--- src/rtl/demo_peck8_tx_if.sv ---
// Parallel-in handshake and serial-out strobe bundle of the demo_peck8_tx transmitter.
// The master side feeds words and observes the serial stream; the slave side is the transmitter.
interface demo_peck8_tx_if #(
    parameter int WIDTH = 8
);
    logic [WIDTH-1:0] din;
    logic             din_valid;
    logic             din_ready;
    logic             sdata;
    logic             sen;
    logic             busy;
    logic             done;

    modport master (
        output din, din_valid,
        input  din_ready, sdata, sen, busy, done
    );

    modport slave (
        input  din, din_valid,
        output din_ready, sdata, sen, busy, done
    );
endinterface

--- src/rtl/demo_peck8_tx.sv ---
// Parallel-to-serial transmitter: one-entry input buffer, MSB-first bit stream with a
// one-cycle sen strobe per bit and an optional run of idle cycles after every bit.
module demo_peck8_tx #(
    parameter int WIDTH   = 8,
    parameter int BIT_GAP = 0
) (
    input  logic          clk,
    input  logic          rst_n,
    demo_peck8_tx_if.slave bus
);
    localparam int                CNT_W    = $clog2(WIDTH + 1);
    localparam logic [CNT_W-1:0]  LAST_BIT = CNT_W'(WIDTH);
    localparam bit                HAS_GAP  = (BIT_GAP > 0);
    localparam logic [3:0]        GAP_LOAD = HAS_GAP ? 4'(BIT_GAP - 1) : 4'd0;

    typedef enum logic [1:0] {
        IDLE  = 2'd0,
        SHIFT = 2'd1,
        GAP   = 2'd2
    } state_t;

    state_t           state;
    state_t           state_nxt;
    logic [WIDTH-1:0] buf_q;
    logic [WIDTH-1:0] shreg;
    logic             buf_full;
    logic [CNT_W-1:0] bitcnt;
    logic [3:0]       gapcnt;
    logic             sdata_q;
    logic             sen_q;
    logic             busy_q;
    logic             done_q;

    logic accept;
    logic bit_end;
    logic do_xfer;
    logic do_bit;
    logic do_gap;
    logic do_idle;

    assign bus.din_ready = ~buf_full & rst_n;
    assign accept        = bus.din_valid & bus.din_ready;

    assign bus.sdata = sdata_q;
    assign bus.sen   = sen_q;
    assign bus.busy  = busy_q;
    assign bus.done  = done_q;

    // bit_end marks the edge where the current bit (and its gap, if any) is finished
    always_comb begin
        state_nxt = state;
        bit_end   = 1'b0;
        do_xfer   = 1'b0;
        do_bit    = 1'b0;
        do_gap    = 1'b0;
        do_idle   = 1'b0;

        case (state)
            IDLE:    do_xfer = buf_full;
            SHIFT: begin
                if (HAS_GAP) do_gap  = 1'b1;
                else         bit_end = 1'b1;
            end
            GAP:     bit_end = (gapcnt == 4'd0);
            default: state_nxt = IDLE;
        endcase

        if (bit_end) begin
            if (bitcnt != LAST_BIT) do_bit  = 1'b1;
            else if (buf_full)      do_xfer = 1'b1;
            else                    do_idle = 1'b1;
        end

        if (do_xfer || do_bit) state_nxt = SHIFT;
        else if (do_gap)       state_nxt = GAP;
        else if (do_idle)      state_nxt = IDLE;
    end

    always_ff @(posedge clk) begin
        if (!rst_n) begin
            state    <= IDLE;
            buf_full <= 1'b0;
            bitcnt   <= '0;
            gapcnt   <= 4'd0;
            sdata_q  <= 1'b0;
            sen_q    <= 1'b0;
            busy_q   <= 1'b0;
            done_q   <= 1'b0;
        end else begin
            state <= state_nxt;

            if (accept)       buf_full <= 1'b1;
            else if (do_xfer) buf_full <= 1'b0;

            if (do_xfer) begin
                sdata_q <= buf_q[WIDTH-1];
                sen_q   <= 1'b1;
                bitcnt  <= CNT_W'(1);
                busy_q  <= 1'b1;
                done_q  <= 1'b0;
            end else if (do_bit) begin
                sdata_q <= shreg[WIDTH-1];
                sen_q   <= 1'b1;
                bitcnt  <= bitcnt + CNT_W'(1);
                done_q  <= ((bitcnt + CNT_W'(1)) == LAST_BIT);
            end else if (do_gap) begin
                sen_q  <= 1'b0;
                done_q <= 1'b0;
                gapcnt <= GAP_LOAD;
            end else if (do_idle) begin
                sen_q  <= 1'b0;
                busy_q <= 1'b0;
                done_q <= 1'b0;
            end else if (state == GAP) begin
                gapcnt <= gapcnt - 4'd1;
            end
        end
    end

    // Word storage carries no reset; buf_full and the FSM decide whether it is meaningful.
    always_ff @(posedge clk) begin
        if (accept) buf_q <= bus.din;
        if (do_xfer)     shreg <= buf_q << 1;
        else if (do_bit) shreg <= shreg << 1;
    end
endmodule

--- src/flat_wrapper.sv ---
// flat-port wrapper written by rule: the top's interface ports become plain ports
module demo_peck8_tx_flat 
#(
    parameter int WIDTH   = 8,
    parameter int BIT_GAP = 0
)
  (clk, rst_n, bus_din, bus_din_valid, bus_din_ready, bus_sdata, bus_sen, bus_busy, bus_done);
  demo_peck8_tx_if #(.WIDTH(WIDTH)) bus_i ();
  input  logic clk;
  input  logic rst_n;
  input wire logic [$bits(bus_i.din)-1:0] bus_din;
  input wire logic [$bits(bus_i.din_valid)-1:0] bus_din_valid;
  output wire logic [$bits(bus_i.din_ready)-1:0] bus_din_ready;
  output wire logic [$bits(bus_i.sdata)-1:0] bus_sdata;
  output wire logic [$bits(bus_i.sen)-1:0] bus_sen;
  output wire logic [$bits(bus_i.busy)-1:0] bus_busy;
  output wire logic [$bits(bus_i.done)-1:0] bus_done;
  assign bus_i.din = bus_din;
  assign bus_i.din_valid = bus_din_valid;
  assign bus_din_ready = bus_i.din_ready;
  assign bus_sdata = bus_i.sdata;
  assign bus_sen = bus_i.sen;
  assign bus_busy = bus_i.busy;
  assign bus_done = bus_i.done;
  demo_peck8_tx #(.WIDTH(WIDTH), .BIT_GAP(BIT_GAP)) u_core (.clk(clk), .rst_n(rst_n), .bus(bus_i));
endmodule
--- config.mk ---
export PLATFORM = sky130hd
export DESIGN_NAME = demo_peck8_tx_flat
export DESIGN_NICKNAME = d
export VERILOG_FILES = /design/src/rtl/demo_peck8_tx_if.sv /design/src/rtl/demo_peck8_tx.sv /design/src/flat_wrapper.sv
export SDC_FILE = /design/constraint.sdc
export NUM_CORES = 1
export LEC_CHECK = 0
export CORE_UTILIZATION = 44
export CTS_CLUSTER_DIAMETER = 60
export DETAILED_ROUTE_END_ITERATION = 8
export GPL_TIMING_DRIVEN = 0
export PLACE_DENSITY = 0.67
export REMOVE_ABC_BUFFERS = 1
export SLEW_MARGIN = 30
export SYNTH_ARGS = -nofsm -noshare
export SYNTH_HDL_FRONTEND = slang
export SYNTH_SLANG_ARGS = --single-unit
--- constraint.sdc ---
create_clock -name clk -period 2.95 [get_ports clk]
set_clock_uncertainty 0.1 [all_clocks]
set_input_delay 0.7375 -clock clk [delete_from_list [all_inputs] [get_ports clk]]
set_output_delay 0.7375 -clock clk [all_outputs]
set_load 0.01 [all_outputs]
[After elaboration in Yosys (flattened, before gate mapping)]
Index checks and enable logic that the tools add are counted.
Cells by class
  div/mod/pow operators: 0
  order comparisons: 0
  reductions and logical operators: 10
  shift operators: 0
  multiplexer cells: 27
  add/subtract/negate cells: 1
  multipliers: 0
  bitwise operators: 4
  eq/ne operators: 4
Operators with widths (number)
  1-bit two-way mux: 25
  8-bit two-way mux: 2
  2-bit nonzero test: 4
  4-bit by 1-bit adder with 4-bit output, second input constant: 1
  4-bit == test, second input constant: 1
  4-bit inequality test, second input constant: 1
  2-bit OR reduction: 2
  3-bit by 1-bit inequality test with 1-bit output, second input constant: 1
  3-bit nonzero test: 1
  1-bit AND: 2
  2-bit zero test: 1
  2-bit by 1-bit inequality test with 1-bit output, second input constant: 1
  1-bit inverter: 2
  2-bit AND reduction: 1
  1-bit logical OR: 1
Storage, ports and cells
  bits in latches: 0
  output and inout port bits: 5
  memory bits (read-only): 0
  bits in writable memories: 0
  bits in registers: 25
  word-level logic and storage cells: 56
  memories kept: 0

[Logic depth before layout (Yosys ltp)]
  depth in word-level cells: 7
  gate-level depth with buffers: 5
  depth with buffers taken out: 5

[Least setup slack after synthesis]
OpenSTA, ideal clock, no wires.
  path kind: input -> output
  from: in rst_n
  to: out bus_din_ready
  arrival time: 0.988 ns
  setup slack: 1.125 ns
  stages on the path: 1
  path buffers: 0
  required time: 2.112 ns
  cell sequence: nor2b_1
Between the ends
  word-level cells in the longest chain between the ends: 1
RTL lines
  start, declared: line flat_wrapper.sv:10  | input logic rst_n;
  1-bit AND: line demo_peck8_tx.sv:41  | assign bus.din_ready = ~buf_full & rst_n;
  end, declared: line flat_wrapper.sv:13  | output wire logic [$bits(bus_i.din_ready)-1:0] bus_din_ready;
No other way between the ends.

[Worst setup path in the final report]
Same ends and word-level chain as after synthesis.

==> metrics.cfg <==
[clock_network]
h-tree-depth=1
postCtsHoldBufs=0
postCtsSetupBuffers=0
clock_sinks=24
cts-root-buf=clkbuf_4
cts_buffers=3
clk_latency_ns=0.30
cts_tree=done
cts.clk_slew.worst_paths_ns=0.11
clock_path_buffers=2

[logic_synthesis]
ys_seq_elements=24
synth_top_family_by_area=simple AND/OR/NAND/NOR gates
synth.distinct_cells=32
synthesis.area_um2=1040
synth-simple-area-share_pct=12.7
ys_seq_area_share_pct=60.7
synth.avg_cell_area_um2=13.8
synth.mux.area_fraction_pct=8.43
synth_compound_area_share_pct=10.6
synthCells=75
ys_warn_count=0
synthXorXnorAreaFrac_pct=1.69
synthAdderAreaFrac_pct=3.61

[pwr]
ir_drop_v=0.000230
leakagePower_uw=0.000448
powerDensity_nw_per_um2=484

[floorplanning]
die_h_um=50.6
fp-row-count=17
die_w_um=50.6
coreArea_um2=2210
start_util_pct=46.9
die-area_um2=2560
boundaryPins=16

[worst_setup_path]
cpMostUsedCell=clkdlybuf4s50_1
critPathLaunchType=input port
crit_type=input port to output port
startpoint=rst_n
cp_cell_sequence=clkdlybuf4s50_1 -> nor2b_4 -> clkdlybuf4s50_1
cp-end-kind=output port
reg2reg_from=u_core.bitcnt[0]
worst-r2r-setup-slack_ns=1.13
worstPathArrival_ns=2.07
required_ns=2.11
reg2regPathDepth=5
critPathMaxFanout=6
worstSetupEndpoint=bus_din_ready
slowest_delay_ns=0.58
reg2reg_to=u_core.shreg[3]
crit_slowest_cell=clkdlybuf4s50_1

[detailed_routing]
avgViaCountPerCell=5.10
ant_nets=0
dr.first_iter.drc_count=4
num_vias=612
drc=0
routedWlPerCell_um=13.9
dr.pass1.iters=2
routed_wl_um=1670

[placed_design]
dp_hpwl_um=1200
routabilityCongestion=0.783
place_ws_ns=-0.0358
io_buffers=15

[hold_path]
hold_path.class=flop to flop

[grt]
overflow=0
grt_max_degree=14
grt_use_total_pct=14.9
antenna_found_initial=0
grt_pass1_wl_um=2700
grt_pass1_vias=597

[sta]
finalSetupViolations=0
final.setup.worst_slack_ns=0.0400
slew-limit-headroom_pct=70.2
fin_crit_ns=2.91
hold_viol=0
final_max_slew_viol_count=0
fin_crit_sh_pct=98.6
worst_pin_slew_ns=0.446
max_freq_mhz=344

[final_layout]
drive_gt1_share_pct=16.3
diodes=0
finalNetCount=107
final_util_pct=56.4
syn2layout_area_growth_pct=20.2

[run]
cap_violations=0

[outcome]
status=finished, final reports clean

[cells by family after synthesis]
| logic type | Yosys count |
|---|---|
| DFF | 24 |
| and+or+nand+nor | 19 |
| AOI/OAI and AO/OA | 13 |
| muxes | 8 |
| buffers and inverters | 6 |
| adders and majority gates | 3 |
| xor gates and xnor gates | 2 |
[layout by cell type (no fill, tap or decap)]
cell,n
xnor2_1,1
nor2b_4,1
and3b_1,1
a31oi_1,1
xor2_1,1
nand4b_1,1
o31ai_1,1
clkinv_1,1
nand2b_1,1
and2_1,3
o221a_2,1
a211o_1,1
inv_1,4
a21oi_1,3
a21boi_4,1
o211ai_2,1
a21boi_0,1
or4b_4,1
nand3b_4,1
ha_1,3
mux2i_1,2
nor3_1,1
a211oi_1,1
nand3_1,5
mux2_2,6
or4_1,1
a21o_1,1
o21a_1,1
clkdlybuf4s50_1,15
edfxtp_1,15
dfxtp_1,9
nand2_1,3
clkbuf_4,3
[final cells by class]
type / count / area [um^2]
clock buffers: 3 / 22.5
fillers: 192 / 963
inverters: 4 / 15.0
clock inverters: 1 / 3.75
multi-input cells: 45 / 392
well taps: 28 / 35.0
flip-flops and latches: 24 / 631
repair buffers: 15 / 150
[worst min path at each step]
| stage | startpoint | endpoint | slack, ns | cells after the start |
|---|---|---|---|---|
| floorplan | u_core.bitcnt[2] | u_core.bitcnt[2] | 0.39 | 2 |
| global placement | u_core.bus.done | u_core.bus.done | 0.37 | 2 |
| detailed placement | u_core.bus.done | u_core.bus.done | 0.38 | 2 |
| CTS | u_core.bus.done | u_core.bus.done | 0.39 | 2 |
| global route | u_core.bus.done | u_core.bus.done | 0.44 | 2 |
| finish | u_core.bus.done | u_core.bus.done | 0.39 | 2 |
[metrics by stage]
stage               power [uW]  hold slack [ns]  cell area (um^2)  TNS, ns  cells
finish                     604            0.389              1250        0    120
global route               634            0.436              1250  -0.0153    120
CTS                        615            0.395              1240        0    120
detailed placement         475            0.377              1210  -0.0358    116
global placement           472            0.373              1210  -0.0381    116
floorplan                  439            0.385              1030        0     73
[report_power, final]
part | internal [uW] | switching, uW
logic | 41.0 | 29.9
registers | 382 | 14.6
clock network | 49.3 | 88.1
[Yosys cell counts]
library cell,count,area share (%)
inv_1,4,1.4
mux2i_1,2,1.9
dfxtp_1,9,17
or4b_4,1,1.3
a21o_1,1,0.72
a21boi_4,1,1.8
nand3b_4,1,1.9
a21boi_0,1,0.72
a211oi_1,1,0.72
nand3_1,5,2.4
xor2_1,1,0.84
o211ai_2,1,1.2
or4_1,1,0.72
o21a_1,1,0.72
ha_1,3,3.6
xnor2_1,1,0.84
a211o_1,1,0.84
mux2_2,6,6.5
a21oi_1,3,1.4
nor3_1,1,0.48
buf_2,1,0.48
nand4b_1,1,0.84
nand2_1,3,1.1
edfxtp_1,15,43
a31oi_1,1,0.60
clkbuf_1,1,0.36
nor2b_1,1,0.60
o221a_2,1,1.1
o31ai_1,1,0.72
and3b_1,1,0.84
and2_1,3,1.8
nand2b_1,1,0.60
[flip-flops by register name, summed over array words and instances, names as in the netlist]
register and flops:
u_core.bus.done 1, u_core.bus.sen 1, u_core.shreg 7, u_core.buf_q 8, u_core.bus.busy 1, u_core.bus.sdata 1
u_core.buf_full 1, u_core.bitcnt 4
[per-layer routing]
metal | share of wire, % | routed length (um) | track usage [%]
met1 | 47 | 781 | 18.2
met2 | 50 | 835 | 24.4
met3 | 2.8 | 46 | 2.73
met4 | 0.48 | 8 | 8.33
met5 | 0 | 0 | 0
[repair_timing]
| action | in CTS | in global routing |
|---|---|---|
| setup endpoints to repair | 1 | 1 |
| gates resized for setup | 1 | 1 |
| hold endpoints to repair | 0 | 0 |
[worst max-delay path, delay by kind of cell]
kind                   cells  cell delay, ns
buffers and inverters      2            1.13
AND/OR/NAND/NOR            1            0.21
Power figures use the tool's default switching activity.
